$ cat src/rtl/arith_pkg.sv
`default_nettype none
// ============================================================================
// Module      : arith_pkg
// Description : Shared definitions for the add/sub/compare sequencer: command
//               op encodings and the sequencer FSM state type.
// Revision    : 1.0 - initial release
// ============================================================================
package arith_pkg;

  // Command op encodings carried on cmd_op.
  localparam logic [1:0] OP_ADD = 2'b00;
  localparam logic [1:0] OP_SUB = 2'b01;
  localparam logic [1:0] OP_CMP = 2'b10;
  localparam logic [1:0] OP_ABS = 2'b11;

  // Sequencer FSM states, explicitly 2 bits wide.
  typedef enum logic [1:0] {
    IDLE  = 2'd0,
    EXEC  = 2'd1,
    ORDER = 2'd2,
    RESP  = 2'd3
  } state_e;

endpackage
`default_nettype wire

$ cat src/rtl/arith_compare_core.sv
`default_nettype none
// ============================================================================
// Module      : arith_compare_core
// Description : Purely combinational N-bit unsigned add/subtract/compare
//               datapath. Result follows the op; the three compare flags are
//               always produced and qualified by the caller.
// Ports       : a_i, b_i   - operands (N bits)
//               op_i       - 00 add, 01 sub, 10 compare, 11 subtract
//               result_o   - truncated N-bit result (0 for compare)
//               equal_o    - a_i == b_i
//               less_o     - a_i <  b_i (unsigned)
//               greater_o  - a_i >  b_i (unsigned)
// Revision    : 1.0 - initial release
// ============================================================================
module arith_compare_core
  import arith_pkg::*;
#(
  parameter int unsigned N = 8
) (
  input  logic [N-1:0] a_i,
  input  logic [N-1:0] b_i,
  input  logic [1:0]   op_i,
  output logic [N-1:0] result_o,
  output logic         equal_o,
  output logic         less_o,
  output logic         greater_o
);

  // Op 11 maps onto the subtractor; the sequencer orders the operands first.
  always_comb begin
    result_o = '0;
    case (op_i)
      OP_ADD:         result_o = a_i + b_i;
      OP_SUB, OP_ABS: result_o = a_i - b_i;
      default:        result_o = '0;
    endcase
  end

  assign equal_o   = (a_i == b_i);
  assign less_o    = (a_i <  b_i);
  assign greater_o = (a_i >  b_i);

endmodule
`default_nettype wire

$ cat src/rtl/arith_compare_sequencer.sv
`default_nettype none
// ============================================================================
// Module      : arith_compare_sequencer
// Description : Command front-end for the add/sub/compare datapath. Accepts
//               one command over a valid/ready handshake, runs it through the
//               datapath (two passes for absolute difference: compare, then
//               ordered subtract) and holds the result in a registered
//               response under its own valid/ready handshake.
// Ports       : clk, rst                 - clock, synchronous active-high reset
//               cmd_valid/cmd_ready      - command handshake
//               cmd_a, cmd_b, cmd_op     - operands and op code
//               rsp_valid/rsp_ready      - response handshake
//               rsp_result               - N-bit result
//               rsp_equal/less/greater   - compare flags (ops 10, 11)
//               busy                     - high whenever the FSM is not IDLE
// Revision    : 1.0 - initial release
// ============================================================================
module arith_compare_sequencer
  import arith_pkg::*;
#(
  parameter int unsigned N = 8
) (
  input  logic         clk,
  input  logic         rst,
  input  logic         cmd_valid,
  output logic         cmd_ready,
  input  logic [N-1:0] cmd_a,
  input  logic [N-1:0] cmd_b,
  input  logic [1:0]   cmd_op,
  output logic         rsp_valid,
  input  logic         rsp_ready,
  output logic [N-1:0] rsp_result,
  output logic         rsp_equal,
  output logic         rsp_less,
  output logic         rsp_greater,
  output logic         busy
);

  state_e       state_q, state_d;
  logic [N-1:0] a_q, a_d;
  logic [N-1:0] b_q, b_d;
  logic [1:0]   op_q, op_d;
  logic         cmd_ready_q;
  logic         rsp_valid_q;
  logic [N-1:0] result_q, result_d;
  logic         equal_q, equal_d;
  logic         less_q, less_d;
  logic         greater_q, greater_d;

  logic [1:0]   core_op;
  logic [N-1:0] core_result;
  logic         core_equal;
  logic         core_less;
  logic         core_greater;

  logic         cmd_fire;

  assign cmd_fire = cmd_valid && cmd_ready_q;

  arith_compare_core #(
    .N (N)
  ) u_core (
    .a_i       (a_q),
    .b_i       (b_q),
    .op_i      (core_op),
    .result_o  (core_result),
    .equal_o   (core_equal),
    .less_o    (core_less),
    .greater_o (core_greater)
  );

  // --------------------------------------------------------------------------
  // State register
  // --------------------------------------------------------------------------
  always_ff @(posedge clk) begin
    if (rst) begin
      state_q <= IDLE;
    end else begin
      state_q <= state_d;
    end
  end

  // --------------------------------------------------------------------------
  // Next-state logic
  // --------------------------------------------------------------------------
  always_comb begin
    state_d = state_q;
    case (state_q)
      IDLE:    if (cmd_fire) state_d = EXEC;
      EXEC:    state_d = (op_q == OP_ABS) ? ORDER : RESP;
      ORDER:   state_d = RESP;
      // A new command arriving with rsp_ready is left for the next IDLE cycle.
      RESP:    if (rsp_ready) state_d = IDLE;
      default: state_d = IDLE;
    endcase
  end

  // --------------------------------------------------------------------------
  // Output / datapath-control logic
  // --------------------------------------------------------------------------
  always_comb begin
    a_d       = a_q;
    b_d       = b_q;
    op_d      = op_q;
    result_d  = result_q;
    equal_d   = equal_q;
    less_d    = less_q;
    greater_d = greater_q;
    core_op   = op_q;
    case (state_q)
      IDLE: begin
        if (cmd_fire) begin
          a_d  = cmd_a;
          b_d  = cmd_b;
          op_d = cmd_op;
        end
      end
      EXEC: begin
        case (op_q)
          OP_ADD, OP_SUB: begin
            result_d  = core_result;
            equal_d   = 1'b0;
            less_d    = 1'b0;
            greater_d = 1'b0;
          end
          OP_CMP: begin
            result_d  = '0;
            equal_d   = core_equal;
            less_d    = core_less;
            greater_d = core_greater;
          end
          default: begin
            // Absolute difference, first pass: record the ordering and put
            // the larger operand in A so the second pass cannot wrap.
            equal_d   = core_equal;
            less_d    = core_less;
            greater_d = core_greater;
            if (core_less) begin
              a_d = b_q;
              b_d = a_q;
            end
          end
        endcase
      end
      ORDER: begin
        core_op  = OP_SUB;
        result_d = core_result;
      end
      default: begin
        // RESP: response registers are frozen while rsp_valid is high.
      end
    endcase
  end

  // --------------------------------------------------------------------------
  // Operand, handshake and response registers
  // --------------------------------------------------------------------------
  always_ff @(posedge clk) begin
    if (rst) begin
      a_q         <= '0;
      b_q         <= '0;
      op_q        <= OP_ADD;
      cmd_ready_q <= 1'b1;
      rsp_valid_q <= 1'b0;
      result_q    <= '0;
      equal_q     <= 1'b0;
      less_q      <= 1'b0;
      greater_q   <= 1'b0;
    end else begin
      a_q         <= a_d;
      b_q         <= b_d;
      op_q        <= op_d;
      cmd_ready_q <= (state_d == IDLE);
      rsp_valid_q <= (state_d == RESP);
      result_q    <= result_d;
      equal_q     <= equal_d;
      less_q      <= less_d;
      greater_q   <= greater_d;
    end
  end

  assign cmd_ready   = cmd_ready_q;
  assign rsp_valid   = rsp_valid_q;
  assign rsp_result  = result_q;
  assign rsp_equal   = equal_q;
  assign rsp_less    = less_q;
  assign rsp_greater = greater_q;
  assign busy        = (state_q != IDLE);

endmodule
`default_nettype wire

$ cat config.mk
export PLATFORM = sky130hd
export DESIGN_NAME = arith_compare_sequencer
export DESIGN_NICKNAME = d
export VERILOG_FILES = /design/src/rtl/arith_pkg.sv /design/src/rtl/arith_compare_core.sv /design/src/rtl/arith_compare_sequencer.sv
export SDC_FILE = /design/constraint.sdc
export NUM_CORES = 1
export LEC_CHECK = 0
export BUFFER_PORTS_ARGS = -buffer_cell sky130_fd_sc_hd__buf_2
export CORE_AREA = 3 3 65 67
export DETAILED_ROUTE_END_ITERATION = 16
export DIE_AREA = 0 0 68 70
export PLACE_DENSITY = 0.85
export SLEW_MARGIN = 20
export SYNTH_ARGS = -nofsm -noshare
export SYNTH_HDL_FRONTEND = slang
export SYNTH_SLANG_ARGS = --single-unit
$ cat constraint.sdc
create_clock -name clk -period 3.5 [get_ports clk]
set_input_delay 0.35 -clock clk [delete_from_list [all_inputs] [get_ports clk]]
set_output_delay 0.35 -clock clk [all_outputs]
set_load 0.02 [all_outputs]
* Word level (Yosys, flattened, before mapping)
Cells that the tools add are included.
** Word-level totals
- Input bits :: 22
- Bits in writable memories :: 0
- Register bits :: 33
- Logic and storage cells :: 61
- Output and inout bits :: 14
- Latch bits :: 0
- Bits in read-only memories :: 0
- Memories :: 0
** Operators by class
- Divide/modulo/power cells :: 0
- $lt $le $gt $ge :: 2
- Equal/unequal tests :: 14
- Add/subtract/negate cells :: 2
- Multiply operators :: 0
- Bitwise operators :: 0
- Shifts and indexed selects :: 0
- Mux-type cells :: 19
- Reduce and logical (&&, ||, !) cells :: 14
** Operators by type and width (number)
- $pmux 8 s2 :: 5
- $mux 8 :: 6
- $eq 2x2->1 const B :: 6
- $add 8x8->8 :: 1
- $eq 8x8->1 :: 1
- $gt 8x8->1 :: 1
- $logic_not 2->1 :: 4
- $lt 8x8->1 :: 1
- $pmux 2 s4 :: 1
- $sub 8x8->8 :: 1
- $eq 2x1->1 const B :: 3
- $mux 2 :: 3
- $ne 2x2->1 const B :: 3
- $reduce_bool 2->1 :: 3
- $mux 1 :: 4
- $reduce_and 2->1 :: 2
- $reduce_and 4->1 :: 1
- $reduce_or 2->1 :: 2
- $ne 3x3->1 const B :: 1
- $reduce_or 3->1 :: 1
- $logic_and 1x1->1 :: 1

* Longest topological paths before layout
Gate-level depths: netlist of the first run.
- Depth after elaboration :: 7
- Gate-level depth with buffers :: 11

* By module
A second synthesis of the first run with hierarchy kept.
** Unflattened totals
- Cells, all modules :: 270
- Area total of the unflattened synthesis :: 2260.9 µm²
** By module, submodules not included
- arith_compare_sequencer :: area an instance 1443.9 µm², cells an instance 156, instances 1
- arith_compare_core :: area an instance 817.0 µm², cells an instance 114, instances 1

* Worst setup path before layout of the first run
No wires, ideal clock.
- Kind :: register to register
- From :: reg b_q[0]
- To :: reg a_q[2]
- Required time :: 3378 ps
- Stages on the path, launching flop included :: 10
- Setup slack :: 1210 ps
- Setup time :: 122 ps
- Data arrival time :: 2168 ps
- Path buffers :: 1
- Cells stage by stage :: dfxtp_1 ha_1 inv_1 fa_1 a211oi_4 o21bai_2 o221ai_2 nor3_2 buf_2 a221o_2
** On the way
- Cells in the longest elaborated chain, start to end :: 3
** RTL lines
- start, declared :: RTL line arith_compare_sequencer.sv:41 : logic [N-1:0] b_q, b_d;
- start signal, assigned :: RTL line arith_compare_sequencer.sv:161 : b_q <= '0;
- start signal, assigned :: RTL line arith_compare_sequencer.sv:171 : b_q <= b_d;
- $lt 8x8->1 :: RTL line arith_compare_core.sv:40 : assign less_o = (a_i < b_i);
- $ne 2x2->1 (no line)
- $reduce_and 4->1 (no line)
- end signal, assigned :: RTL line arith_compare_sequencer.sv:160 : a_q <= '0;
- end signal, assigned :: RTL line arith_compare_sequencer.sv:170 : a_q <= a_d;
- end, declared :: RTL line arith_compare_sequencer.sv:40 : logic [N-1:0] a_q, a_d;
Every way passes these cells.
A chain may end at the register's enable or synchronous reset.

* Worst setup path after layout of the first run
- From :: reg b_q[0]
- To :: reg b_q[6]
** On the way
- Cells in the longest elaborated chain, start to end :: 3
** RTL lines (RTL line)
- $lt 8x8->1 :: arith_compare_core.sv:40
- $ne 2x2->1 (no line)
- $reduce_and 4->1 (no line)
Every way passes these cells.

==> impl_table.tex, run 1 <==
\begin{tabular}{lr}
\hline
Metric & Value \\
\hline
\multicolumn{2}{l}{\textbf{Power and ir drop}} \\
\quad Total net switching power & around 1.0 mW \\
\quad Peak VDD IR & between 0.0004 and 0.0005 V \\
\quad Clock share of power & around 15\% \\
\quad Final Power & 2.20 mW \\
\quad Sw Share & 45.4\% \\
\quad Power density over cell area & 871 nW/um2 \\
\quad Cell internal pwr & about 1.2 mW \\
\quad LEAKAGE & 1.17 nW \\
\quad Part of the total power dissipated in sequential elements & a little over a quarter \\
\quad Combinational share of power & between 50 and 60\% \\
\multicolumn{2}{l}{\textbf{Finish}} \\
\quad Layout cell share with drive strength beyond 1 & between 20\% and 30\% \\
\quad Area overhead of the layout relative to synthesis & 11.7\% \\
\quad Final Net Count & around 340 \\
\quad N\_diodes & 0 \\
\multicolumn{2}{l}{\textbf{Floorplan}} \\
\quad Effective utilization at floorplan & 61.3\% \\
\quad Core Region & 3690 um2 \\
\quad Die ar. & $\sim$4800 um2 \\
\quad Die outline width & 68 um \\
\quad Num rows & 22 \\
\quad Die Height & $\sim$70 um \\
\quad Number of primary I/O pins & 36 \\
\multicolumn{2}{l}{\textbf{Detailed routing}} \\
\quad Total number of vias & a little over 2000 \\
\quad Detailed Route WL & $\sim$5200 um \\
\quad DRC Markers & 0 \\
\quad Antenna violation net count after detailed routing & 0 \\
\quad Number of optimization iterations in the first detailed-route pass & 4 \\
\quad Number of violations reported at the end of detailed-routing iteration 0 & approximately 170 \\
\quad Avg WL per Cell & between 10 and 15 um \\
\quad Drt via density & $\sim$5.9 \\
\multicolumn{2}{l}{\textbf{STA}} \\
\quad Total negative slack for setup checks & 0 ps \\
\quad Period utilisation layout & between 70\% and 80\% \\
\quad Setup repair after global routing missed its margin & false \\
\quad Number of hold violations in the final report & 0 \\
\quad Actual transition at the worst max-transition pin & 933 ps \\
\quad Achievable Freq & about 0.36 GHz \\
\quad Max Transition Viols Final & 0 \\
\quad Setup Skew & about 7 ps \\
\quad Slew margin rel. & 37.7\% \\
\quad Final setup violation count & 0 \\
\quad Time the final worst path needs with I/O delays and setup & 2770 ps \\
\multicolumn{2}{l}{\textbf{Setup path}} \\
\quad Kind of cell adding the most delay to the critical path & compound AO/OA/AOI/OAI gates \\
\quad Worst-case register-to-register setup slack & roughly 730 ps \\
\quad Crit-path max FO & 16 \\
\quad Biggest cell delay along the critical path & a little under 600 ps \\
\quad Kind of launch point of the worst setup path & register \\
\quad Critical Setup Path Class & reg2reg \\
\quad Cell-by-cell listing of the critical path & ha\_1, inv\_1, fa\_1, a211oi\_4, o21bai\_2, o221ai\_2, nand2b\_2, nor3\_4, a221o\_2 \\
\quad WP buf/inv & 1 \\
\quad Kind of end point of the critical path & register \\
\quad Data arrival time of the critical path & approximately 3000 ps \\
\quad Cell type of the slowest stage on the worst timing path & sky130\_fd\_sc\_hd\_\_nor3\_4 \\
\quad Critical path required time & between 3000 and 4000 ps \\
\multicolumn{2}{l}{\textbf{Run status}} \\
\quad Outcome & finished clean \\
\multicolumn{2}{l}{\textbf{Place}} \\
\quad Final weighted congestion in routability-driven placement & about 0.89 \\
\quad HPWL reported at the end of detailed placement & around 3700 um \\
\quad Port buffer count & 35 \\
\multicolumn{2}{l}{\textbf{Synth}} \\
\quad Average size of a mapped cell & $\sim$8.4 um2 \\
\quad Netlist area before placement & around 2300 um2 \\
\quad Post-Synthesis Cells & between 200 and 300 \\
\quad Distinct cells, synth & 49 \\
\quad Synthesized netlist net count & 310 \\
\quad Sequential element share of the synthesized area & between 20\% and 30\% \\
\quad Count of state elements after synthesis & 33 \\
\quad Synth warn & 0 \\
\multicolumn{2}{l}{\textbf{CTS}} \\
\quad Number of buffers inserted by post-CTS setup repair & 0 \\
\quad Root Driver & sky130\_fd\_sc\_hd\_\_clkbuf\_8 \\
\quad Skew-Pair Late Insertion Delay & 300 ps \\
\quad Number of buffers on the longest clock path & 2 \\
\quad Reg clk slew, reported paths & $\sim$70 ps \\
\quad Clock tree from TritonCTS & done \\
\quad TritonCTS Buffers & 5 \\
\quad Clock sink count & 33 \\
\quad Quantity of hold-fixing buffers added after cts & 0 \\
\quad Number of levels in the clock H-tree & 2 \\
\quad Gates resized, CTS repair & 0 \\
\multicolumn{2}{l}{\textbf{Global routing}} \\
\quad Pin count of the biggest net entering global routing & 29 \\
\quad Global-route wire length before repair & approximately 9000 um \\
\quad GRT Resource Usage Total & approximately a quarter \\
\quad Number of antenna violations at the first check in global routing & 0 \\
\quad Global route overflow & 0 \\
\quad Via count of the first global-routing pass & 1971 \\
\multicolumn{2}{l}{\textbf{Min path}} \\
\quad Path category of the worst min-delay check & in2reg \\
\multicolumn{2}{l}{\textbf{Job}} \\
\quad Number of max-cap violations & 0 \\
\hline
\end{tabular}
metrics by stage:
stage               instance area (um2)  hold WS (ps)  setup slack [ps]  utilization, %  cells
floorplan                          2260           484              1210               -    270
global placement                   2420           440               896            65.6    340
detailed placement                 2420           449               742            65.6    340
CTS                                2520           284               704            68.4    348
global route                       2520           290               544            68.4    348
finish                             2520           284               727            68.4    348
layout by cell type, fill, tap and decap left out, drive strengths merged, types with 2 or more instances in the layout:
| master | Yosys | final |
|---|---|---|
| or3 | 2 | 2 |
| dfxtp | 33 | 33 |
| fa | 2 | 2 |
| xnor2 | 6 | 6 |
| nand2b | 3 | 3 |
| nand2 | 43 | 43 |
| o221ai | 3 | 3 |
| a2bb2oi | 2 | 2 |
| nor2 | 27 | 27 |
| o21ai | 10 | 10 |
| nand3 | 5 | 5 |
| nor2b | 4 | 4 |
| a21o | 4 | 4 |
| a21oi | 14 | 14 |
| nand3b | 2 | 2 |
| inv | 14 | 14 |
| xor2 | 3 | 3 |
| ha | 16 | 16 |
| nor4 | 2 | 2 |
| o31ai | 2 | 2 |
| a22o | 16 | 16 |
| o211ai | 2 | 2 |
| a221oi | 3 | 3 |
| buf | 11 | 38 |
| mux2i | 2 | 2 |
| clkbuf | 5 | 7 |
| a221o | 16 | 16 |
| a211oi | 3 | 3 |
| nor3 | 6 | 6 |
worst min-delay path, delay by kind of cell:
kind | cells | cell delay, ps
buf+inv | 1 | 70
simple gates | 1 | 70
mux | 1 | 50
final cells by class:
class,instances,area [um2]
clock buffers,7,96.3
clock inverters,1,5.00
fillers,320,1160
inverters,14,52.6
multi-input cells,207,1450
flip-flops and latches,33,661
well taps,48,60.1
repair buffers,38,198
power groups by stage:
stage          clock network (mW)  registers (mW)  logic [mW]
6_report                    0.325           0.601        1.27
5_1_grt                     0.345           0.622        1.40
4_1_cts                     0.325           0.599        1.26
3_5_place_dp                    0           0.607        1.25
3_3_place_gp                    0           0.601        1.21
2_1_floorplan                   0           0.626       0.982
state kept, by name, summed over array words and instances, names as in the netlist:
| register | flops |
|---|---|
| a_q | 8 |
| b_q | 8 |
| rsp_result | 8 |
| op_q | 2 |
| state_q | 2 |
| cmd_ready | 1 |
| rsp_equal | 1 |
| rsp_greater | 1 |
| rsp_less | 1 |
| rsp_valid | 1 |
cell families after synthesis:
kind of cell	count (synthesis)	synth area share, %
AOI/OAI and AO/OA	80	29.2
xor gates and xnor gates	9	3.49
adders and majority gates	18	10.6
buffers and inverters	30	6.64
DFF	33	29.2
muxes	2	0.886
and+or+nand+nor	98	19.9
cells in the mapped netlist, drive strengths merged:
library cell	instances	area, um2
or3b	1	8.76
a211oi	3	35.0
o211ai	2	20.0
nor2	27	101
a31o	1	8.76
a221oi	3	26.3
and2b	1	7.51
dfxtp	33	661
nand2b	3	21.3
nor4	2	12.5
o21bai	1	11.3
o31ai	2	15.0
fa	2	40.0
a21o	4	31.3
a21oi	14	70.1
nor2b	4	25.0
nor3	6	46.3
mux2i	2	20.0
xor2	3	26.3
a211o	1	8.76
o22ai	1	6.26
inv	14	52.6
buf	11	78.8
a2bb2oi	2	17.5
or2	1	6.26
a22o	16	140
o221ai	3	32.5
nand3b	2	15.0
a221o	16	179
a2111oi	1	8.76
nand2	43	161
ha	16	200
nand4	1	6.26
nand3	5	25.0
xnor2	6	52.6
o21ai	10	50.0
clkbuf	5	18.8
or3	2	12.5
per-layer routing:
| metal | vias up | wire [um] | part of all wire [%] | global-route usage, % |
|---|---|---|---|---|
| met1 | 950 | 2340 | 45 | 33.1 |
| met3 | 12 | 326 | 6.3 | 6.75 |
| met2 | 66 | 2430 | 47 | 36.2 |
| li1 | 1036 | - | - | - |
| met5 | - | 0 | 0 | 0 |
| met4 | 0 | 96 | 1.8 | 8.61 |
path summary, 6_finish.rpt:
kind | from | end | depth (start not counted)
max reg2reg | b_q[0] | b_q[6] | 9
min reg2reg | rsp_greater | rsp_greater | 2
min | cmd_op[0] | op_q[0] | 3
max | b_q[0] | b_q[6] | 9
(Power assumes the default switching activity.)
==> inputs of run 2 (changes only) <==
--- a/config.mk
+++ b/config.mk
@@ -6,10 +6,10 @@
 export NUM_CORES = 1
 export LEC_CHECK = 0
 export BUFFER_PORTS_ARGS = -buffer_cell sky130_fd_sc_hd__buf_2
-export CORE_AREA = 3 3 65 67
+export CORE_AREA = 3 3 67 69
 export DETAILED_ROUTE_END_ITERATION = 16
-export DIE_AREA = 0 0 68 70
-export PLACE_DENSITY = 0.85
+export DIE_AREA = 0 0 70 72
+export PLACE_DENSITY = 0.8
 export SLEW_MARGIN = 20
 export SYNTH_ARGS = -nofsm -noshare
 export SYNTH_HDL_FRONTEND = slang
==> constraint.sdc (replaced) <==
create_clock -name clk -period 2.8 [get_ports clk]
set_input_delay 0.28 -clock clk [delete_from_list [all_inputs] [get_ports clk]]
set_output_delay 0.28 -clock clk [all_outputs]
set_load 0.02 [all_outputs]
==> run 2 against run 1 <==
Net effect:
- first-iteration DRC count fell by 21%
- clock skew fell by 2.6 ps
- die area rose by 5.9%
- sequential share of layout area barely moved
- worst hold slack got worse by 60 ps
- non-clock buffer count rose by 2
- largest power group unchanged
==> impl_table.tex, run 2 (synthesized netlist as in run 1, its figures left out) <==
\begin{tabular}{lr}
\hline
Metric & Value \\
\hline
\multicolumn{2}{l}{\textbf{Run status}} \\
\quad Outcome & finished clean \\
\multicolumn{2}{l}{\textbf{Place}} \\
\quad HPWL reported at the end of detailed placement & 3740 um (+0.20\%) \\
\quad Final weighted congestion in routability-driven placement & 0.860 (-3.2\%) \\
\quad Worst-case setup slack after placement & 360 ps (-382 ps) \\
\quad Port buffer count & 35 (unchanged) \\
\multicolumn{2}{l}{\textbf{Global routing}} \\
\quad Met3 Resource Use GR & 4.85\% (-1.9 points) \\
\quad Global route overflow & 0 (unchanged) \\
\quad Number of antenna violations at the first check in global routing & 0 (unchanged) \\
\quad Global routing met1 resource utilization & 29.2\% (-3.9 points) \\
\quad Pin count of the biggest net entering global routing & 22 (-24\%) \\
\quad Grt met2 use & 33.6\% (-2.6 points) \\
\quad Global-route wire length before repair & 8790 um (-2.5\%) \\
\quad Top Usage Layer GRT & met2 \\
\quad Via count of the first global-routing pass & 1920 (-2.6\%) \\
\quad GRT Resource Usage Total & 21.4\% (-3.0 points) \\
\multicolumn{2}{l}{\textbf{STA}} \\
\quad Period utilisation layout & 87.6\% (+8.3 points) \\
\quad Achievable Freq & 0.408 GHz (+13\%) \\
\quad Final setup violation count & 0 (unchanged) \\
\quad Min Hold Slack & 224 ps (-59.8 ps) \\
\quad Time the final worst path needs with I/O delays and setup & 2450 ps (-321 ps) \\
\quad Setup repair after global routing missed its margin & false \\
\quad Total negative slack for setup checks & 0 ps (unchanged) \\
\quad Slew margin rel. & 52.9\% (+15 points) \\
\quad Setup Skew & 4.35 ps (-2.62 ps) \\
\quad Number of hold violations in the final report & 0 (unchanged) \\
\quad Setup WS post-layout & 348 ps (-379 ps) \\
\quad Actual transition at the worst max-transition pin & 706 ps (-227 ps) \\
\quad Max Transition Viols Final & 0 (unchanged) \\
\multicolumn{2}{l}{\textbf{Setup path}} \\
\quad Critical path required time & 2980 ps (-760 ps) \\
\quad WP buf/inv & 2 (+1) \\
\quad Kind of launch point of the worst setup path & register \\
\quad Cell type of the slowest stage on the worst timing path & sky130\_fd\_sc\_hd\_\_fa\_1 \\
\quad Kind of end point of the critical path & register \\
\quad Data arrival time of the critical path & 2630 ps (-380 ps) \\
\quad Crit-path max FO & 16 (unchanged) \\
\quad Cell-by-cell listing of the critical path & inv\_1, fa\_1, a211oi\_4, o21bai\_2, o221ai\_2, nor3\_2, buf\_4, a221o\_2 \\
\quad Critical Setup Path Class & reg2reg \\
\quad Kind of cell adding the most delay to the critical path & compound AO/OA/AOI/OAI gates \\
\quad Biggest cell delay along the critical path & 500 ps (-80 ps) \\
\multicolumn{2}{l}{\textbf{Finish}} \\
\quad Most common library cell in the layout ignoring fill and taps & sky130\_fd\_sc\_hd\_\_nand2\_1 \\
\quad N\_diodes & 0 (unchanged) \\
\quad Final Net Count & 341 (+0.59\%) \\
\quad Area overhead of the layout relative to synthesis & 11.8\% (about the same) \\
\quad Layout cell share with drive strength beyond 1 & 23.9\% (-0.080 points) \\
\quad Most frequent cells in the layout & sky130\_fd\_sc\_hd\_\_nand2\_1, sky130\_fd\_sc\_hd\_\_buf\_2, sky130\_fd\_sc\_hd\_\_dfxtp\_1 \\
\multicolumn{2}{l}{\textbf{Floorplan}} \\
\quad Die outline width & 70 um (+2.9\%) \\
\quad Effective utilization at floorplan & 56.9\% (-4.4 points) \\
\quad Die Height & 72 um (+2.9\%) \\
\quad Number of primary I/O pins & 36 (unchanged) \\
\quad Num rows & 23 (+4.5\%) \\
\quad Die ar. & 5040 um2 (+5.9\%) \\
\quad Core Region & 3970 um2 (+7.7\%) \\
\multicolumn{2}{l}{\textbf{Detailed routing}} \\
\quad Drt via density & 5.77 (-2.6\%) \\
\quad DRC Markers & 0 (unchanged) \\
\quad Number of optimization iterations in the first detailed-route pass & 4 (unchanged) \\
\quad Antenna violation net count after detailed routing & 0 (unchanged) \\
\quad Detailed Route WL & 5080 um (-2.2\%) \\
\quad Avg WL per Cell & 14.5 um (-3.0\%) \\
\quad Total number of vias & 2027 (-1.8\%) \\
\quad Number of violations reported at the end of detailed-routing iteration 0 & 130 (-21\%) \\
\multicolumn{2}{l}{\textbf{CTS}} \\
\quad Quantity of hold-fixing buffers added after cts & 0 (unchanged) \\
\quad Clock sink count & 33 (unchanged) \\
\quad Root Driver & sky130\_fd\_sc\_hd\_\_clkbuf\_8 \\
\quad Number of buffers on the longest clock path & 2 (unchanged) \\
\quad Number of buffers inserted by post-CTS setup repair & 0 (unchanged) \\
\quad Reg clk slew, reported paths & 60 ps (about the same) \\
\quad Skew-Pair Late Insertion Delay & 290 ps (about the same) \\
\quad Number of levels in the clock H-tree & 2 (unchanged) \\
\quad TritonCTS Buffers & 5 (unchanged) \\
\quad Clock tree from TritonCTS & done \\
\quad Gates resized, CTS repair & 0 (unchanged) \\
\multicolumn{2}{l}{\textbf{Power and ir drop}} \\
\quad Peak VDD IR & 0.000485 V (+18\%) \\
\quad Total net switching power & 1.20 mW (+21\%) \\
\quad Power density over cell area & 1060 nW/um2 (+22\%) \\
\quad Part of the total power dissipated in sequential elements & 28.0\% (+0.7 points) \\
\quad Sw Share & 44.9\% (-0.54 points) \\
\quad Clock share of power & 13.4\% (-1.4 points) \\
\quad Combinational share of power & 58.6\% (+0.7 points) \\
\quad Cell internal pwr & 1.48 mW (+23\%) \\
\quad LEAKAGE & 1.17 nW (about the same) \\
\multicolumn{2}{l}{\textbf{Min path}} \\
\quad Path category of the worst min-delay check & in2reg \\
\multicolumn{2}{l}{\textbf{Job}} \\
\quad Number of max-cap violations & 0 (unchanged) \\
\hline
\end{tabular}
## run 2: worst paths after layout
| check | startpoint | cells past startpoint | endpoint | slack (ps) |
|---|---|---|---|---|
| max | b_q[1] | 8 | b_q[3] | 350 |
| min reg2reg | rsp_equal | 2 | rsp_equal | 460 |
| min | cmd_op[1] | 3 | op_q[1] | 220 |
| max reg2reg | b_q[1] | 8 | b_q[3] | 350 |
## run 2: worst register-to-register path: stages, from the launching register on
cell and delay (ps):
sky130_fd_sc_hd__dfxtp_1 450, sky130_fd_sc_hd__inv_1 150, sky130_fd_sc_hd__fa_1 500, sky130_fd_sc_hd__a211oi_4 260, sky130_fd_sc_hd__o21bai_2 120, sky130_fd_sc_hd__o221ai_2 190, sky130_fd_sc_hd__nor3_2 60, sky130_fd_sc_hd__buf_4 210
sky130_fd_sc_hd__a221o_2 400
## run 2: per-layer routing
layer / part of all wire, % / wire (um)
met1: 46 / 2340
met2: 46 / 2340
met3: 6.4 / 326
met4: 1.4 / 73
met5: 0 / 0
## run 2: final cells by class
class	instances	area (um2)
multi-input combinational	207	1450
fill	362	1450
sequential	33	661
timing repair buffer	40	213
clock buffer	7	86.3
tap	50	62.6
inverter	14	52.6
## run 2: metrics by stage
| stage | cell area (um2) | cells | util [%] | power (mW) |
|---|---|---|---|---|
| floorplan | 2260 | 270 | - | 2.01 |
| global placement | 2440 | 344 | 61.4 | 2.29 |
| detailed placement | 2440 | 344 | 61.4 | 2.32 |
| CTS | 2520 | 351 | 63.5 | 2.70 |
| global route | 2530 | 351 | 63.6 | 2.91 |
| finish | 2530 | 351 | 63.6 | 2.68 |
## run 2: power groups by stage
stage	Clock [mW]	Sequential, mW	Combinational, mW
2_1_floorplan	0	0.782	1.23
3_3_place_gp	0	0.755	1.54
3_5_place_dp	0	0.760	1.56
4_1_cts	0.369	0.752	1.57
5_1_grt	0.384	0.778	1.75
6_report	0.359	0.753	1.57
==> inputs of run 3 (changes only) <==
--- a/config.mk
+++ b/config.mk
@@ -10,6 +10,7 @@
 export DETAILED_ROUTE_END_ITERATION = 16
 export DIE_AREA = 0 0 70 72
 export PLACE_DENSITY = 0.8
+export REMOVE_ABC_BUFFERS = 1
 export SLEW_MARGIN = 20
 export SYNTH_ARGS = -nofsm -noshare
 export SYNTH_HDL_FRONTEND = slang
==> run 3 against run 2 <==
Net effect:
- count of clock-buffer cells in the layout unchanged
- fmax decreased by 1.4%
- sequential power decreased by 0.7%
- sequential cell count unchanged
- combinational power about the same
- critical path depth increased by 1
- cell area increased by 0.59%
- die area unchanged
==> impl_table.tex, run 3 (synthesized netlist as in run 1, its figures left out) <==
\begin{tabular}{lr}
\hline
Metric & Value \\
\hline
\multicolumn{2}{l}{\textbf{STA}} \\
\quad Final setup violation count & 0 (unchanged) \\
\quad Slew margin rel. & 54.2\% (+1.3 points) \\
\quad Actual transition at the worst max-transition pin & 686 ps (-19.3 ps) \\
\quad Time the final worst path needs with I/O delays and setup & 2490 ps (+36.0 ps) \\
\quad Setup Skew & 11.2 ps (+6.81 ps) \\
\quad Max Transition Viols Final & 0 (unchanged) \\
\quad Number of hold violations in the final report & 0 (unchanged) \\
\quad Period utilisation layout & 88.8\% (+1.3 points) \\
\quad Setup repair after global routing missed its margin & false \\
\quad Total negative slack for setup checks & 0 ps (unchanged) \\
\quad Achievable Freq & 0.402 GHz (-1.4\%) \\
\multicolumn{2}{l}{\textbf{Setup path}} \\
\quad Kind of end point of the critical path & register \\
\quad Worst reg-to-reg path cell count & 9 (+1) \\
\quad Cell-by-cell listing of the critical path & ha\_1, inv\_1, fa\_1, a211oi\_4, o21bai\_2, o221ai\_2, nor3\_2, buf\_4, a221o\_2 \\
\quad Kind of cell adding the most delay to the critical path & compound AO/OA/AOI/OAI gates \\
\quad Biggest cell delay along the critical path & 440 ps (-60 ps) \\
\quad WP buf/inv & 2 (unchanged) \\
\quad Critical Setup Path Class & reg2reg \\
\quad Critical path required time & 2970 ps (about the same) \\
\quad Cell type of the slowest stage on the worst timing path & sky130\_fd\_sc\_hd\_\_dfxtp\_1 \\
\quad Data arrival time of the critical path & 2650 ps (+20 ps) \\
\quad Worst-case register-to-register setup slack & 310 ps (-40 ps) \\
\quad Capture point of the worst reg-to-reg path & b\_q[1] \\
\quad Startpoint of the worst register-to-register path & b\_q[0] \\
\quad Kind of launch point of the worst setup path & register \\
\quad Crit-path max FO & 16 (unchanged) \\
\multicolumn{2}{l}{\textbf{Power and ir drop}} \\
\quad Cell internal pwr & 1.51 mW (+1.8\%) \\
\quad Combinational share of power & 57.9\% (-0.7 points) \\
\quad Sw Share & 44.9\% (+0.055 points) \\
\quad Total net switching power & 1.23 mW (+2.0\%) \\
\quad Peak VDD IR & 0.000478 V (-1.5\%) \\
\quad LEAKAGE & 1.18 nW (+0.85\%) \\
\quad Clock share of power & 14.7\% (+1.3 points) \\
\quad Power density over cell area & 1080 nW/um2 (+1.3\%) \\
\quad Part of the total power dissipated in sequential elements & 27.4\% (-0.6 points) \\
\multicolumn{2}{l}{\textbf{Detailed routing}} \\
\quad Number of optimization iterations in the first detailed-route pass & 4 (unchanged) \\
\quad Antenna violation net count after detailed routing & 0 (unchanged) \\
\quad Number of violations reported at the end of detailed-routing iteration 0 & 107 (-18\%) \\
\quad DRC Markers & 0 (unchanged) \\
\quad Detailed Route WL & 5030 um (-0.87\%) \\
\quad Total number of vias & 2066 (+1.9\%) \\
\quad Avg WL per Cell & 14.3 um (-1.1\%) \\
\quad Drt via density & 5.87 (+1.6\%) \\
\multicolumn{2}{l}{\textbf{Global routing}} \\
\quad Global-route wire length before repair & 8390 um (-4.6\%) \\
\quad Via count of the first global-routing pass & 1835 (-4.4\%) \\
\quad Pin count of the biggest net entering global routing & 22 (unchanged) \\
\quad Global route overflow & 0 (unchanged) \\
\quad Number of antenna violations at the first check in global routing & 0 (unchanged) \\
\quad GRT Resource Usage Total & 20.3\% (-1.1 points) \\
\multicolumn{2}{l}{\textbf{Floorplan}} \\
\quad Die ar. & 5040 um2 (unchanged) \\
\quad Number of primary I/O pins & 36 (unchanged) \\
\quad Num rows & 23 (unchanged) \\
\quad Die Height & 72 um (unchanged) \\
\quad Effective utilization at floorplan & 56.9\% (unchanged) \\
\quad Die outline width & 70 um (unchanged) \\
\quad Core Region & 3970 um2 (unchanged) \\
\multicolumn{2}{l}{\textbf{Place}} \\
\quad Port buffer count & 35 (unchanged) \\
\quad Final weighted congestion in routability-driven placement & 0.888 (+3.3\%) \\
\quad HPWL reported at the end of detailed placement & 3730 um (-0.26\%) \\
\multicolumn{2}{l}{\textbf{Min path}} \\
\quad Cell count of the worst hold path & 3 (unchanged) \\
\quad Startpoint of the tightest hold check path & cmd\_op[0] \\
\quad Worst min-delay path endpoint & op\_q[0] \\
\quad Path category of the worst min-delay check & in2reg \\
\multicolumn{2}{l}{\textbf{Finish}} \\
\quad Most common library cell in the layout ignoring fill and taps & sky130\_fd\_sc\_hd\_\_nand2\_1 \\
\quad Layout cell share with drive strength beyond 1 & 24.5\% (+0.58 points) \\
\quad Area overhead of the layout relative to synthesis & 12.5\% \\
\quad Finished Core Util & 64.0\% (+0.38 points) \\
\quad N\_diodes & 0 (unchanged) \\
\quad Most frequent cells in the layout & sky130\_fd\_sc\_hd\_\_nand2\_1, sky130\_fd\_sc\_hd\_\_buf\_2, sky130\_fd\_sc\_hd\_\_dfxtp\_1 \\
\quad Final Net Count & 341 (unchanged) \\
\multicolumn{2}{l}{\textbf{CTS}} \\
\quad Number of buffers inserted by post-CTS setup repair & 0 (unchanged) \\
\quad Clock tree from TritonCTS & done \\
\quad Number of buffers on the longest clock path & 2 (unchanged) \\
\quad Quantity of hold-fixing buffers added after cts & 0 (unchanged) \\
\quad Root Driver & sky130\_fd\_sc\_hd\_\_clkbuf\_8 \\
\quad Gates resized, CTS repair & 0 (unchanged) \\
\quad Number of levels in the clock H-tree & 2 (unchanged) \\
\quad Reg clk slew, reported paths & 70 ps (about the same) \\
\quad Clock sink count & 33 (unchanged) \\
\quad TritonCTS Buffers & 5 (unchanged) \\
\quad Skew-Pair Late Insertion Delay & 290 ps (about the same) \\
\multicolumn{2}{l}{\textbf{Run status}} \\
\quad Outcome & finished clean \\
\multicolumn{2}{l}{\textbf{Job}} \\
\quad Number of max-cap violations & 0 (unchanged) \\
\hline
\end{tabular}
-- run 3: per-layer routing --
layer  up-vias  global-route usage [%]  share of wire [%]
li1       1036                       -                  -
met1       954                    27.4                 47
met2        63                    32.4                 44
met3        13                    4.29                6.4
met4         0                    6.81                2.2
met5         -                       0                  0
-- run 3: worst reg2reg max path, stage by stage (launching register included) --
cell and delay, ps:
sky130_fd_sc_hd__dfxtp_1 440, sky130_fd_sc_hd__ha_1 190, sky130_fd_sc_hd__inv_1 50, sky130_fd_sc_hd__fa_1 440, sky130_fd_sc_hd__a211oi_4 260, sky130_fd_sc_hd__o21bai_2 110, sky130_fd_sc_hd__o221ai_2 200, sky130_fd_sc_hd__nor3_2 60
sky130_fd_sc_hd__buf_4 210, sky130_fd_sc_hd__a221o_2 400
-- run 3: stage by stage --
stage	instance area [um2]	power, mW	setup WS (ps)	hold slack, ps	std cells
after floorplan	2160	1.95	471	349	254
after global placement	2440	2.28	441	442	344
after detailed placement	2440	2.32	345	451	344
after CTS	2540	2.73	332	225	352
after global routing	2540	2.95	176	235	352
final	2540	2.73	312	235	352
-- run 3: worst max path at each step --
stage	from	to	slack, ps	depth (start not counted)
after global placement	b_q[0]	b_q[5]	440	9
after CTS	b_q[0]	b_q[1]	330	9
after detailed placement	b_q[0]	b_q[1]	340	9
after global routing	b_q[0]	a_q[3]	180	10
after floorplan	b_q[0]	b_q[2]	470	9
final	b_q[0]	b_q[1]	310	9
-- run 3: area by class of cell --
class | count | area (um2)
Inverter | 14 | 52.6
Fill cell | 374 | 1430
Clock buffer | 7 | 96.3
Timing Repair Buffer | 40 | 213
Multi-Input combinational cell | 207 | 1450
Clock inverter | 1 | 5.00
Tap cell | 50 | 62.6
Sequential cell | 33 | 661
-- run 3: power by group through the flow --
| stage | clock, mW | sequential, mW | combinational [mW] |
|---|---|---|---|
| floorplan | 0 | 0.785 | 1.17 |
| global placement | 0 | 0.749 | 1.53 |
| detailed placement | 0 | 0.758 | 1.56 |
| CTS | 0.409 | 0.748 | 1.57 |
| global route | 0.427 | 0.772 | 1.75 |
| finish | 0.402 | 0.748 | 1.58 |
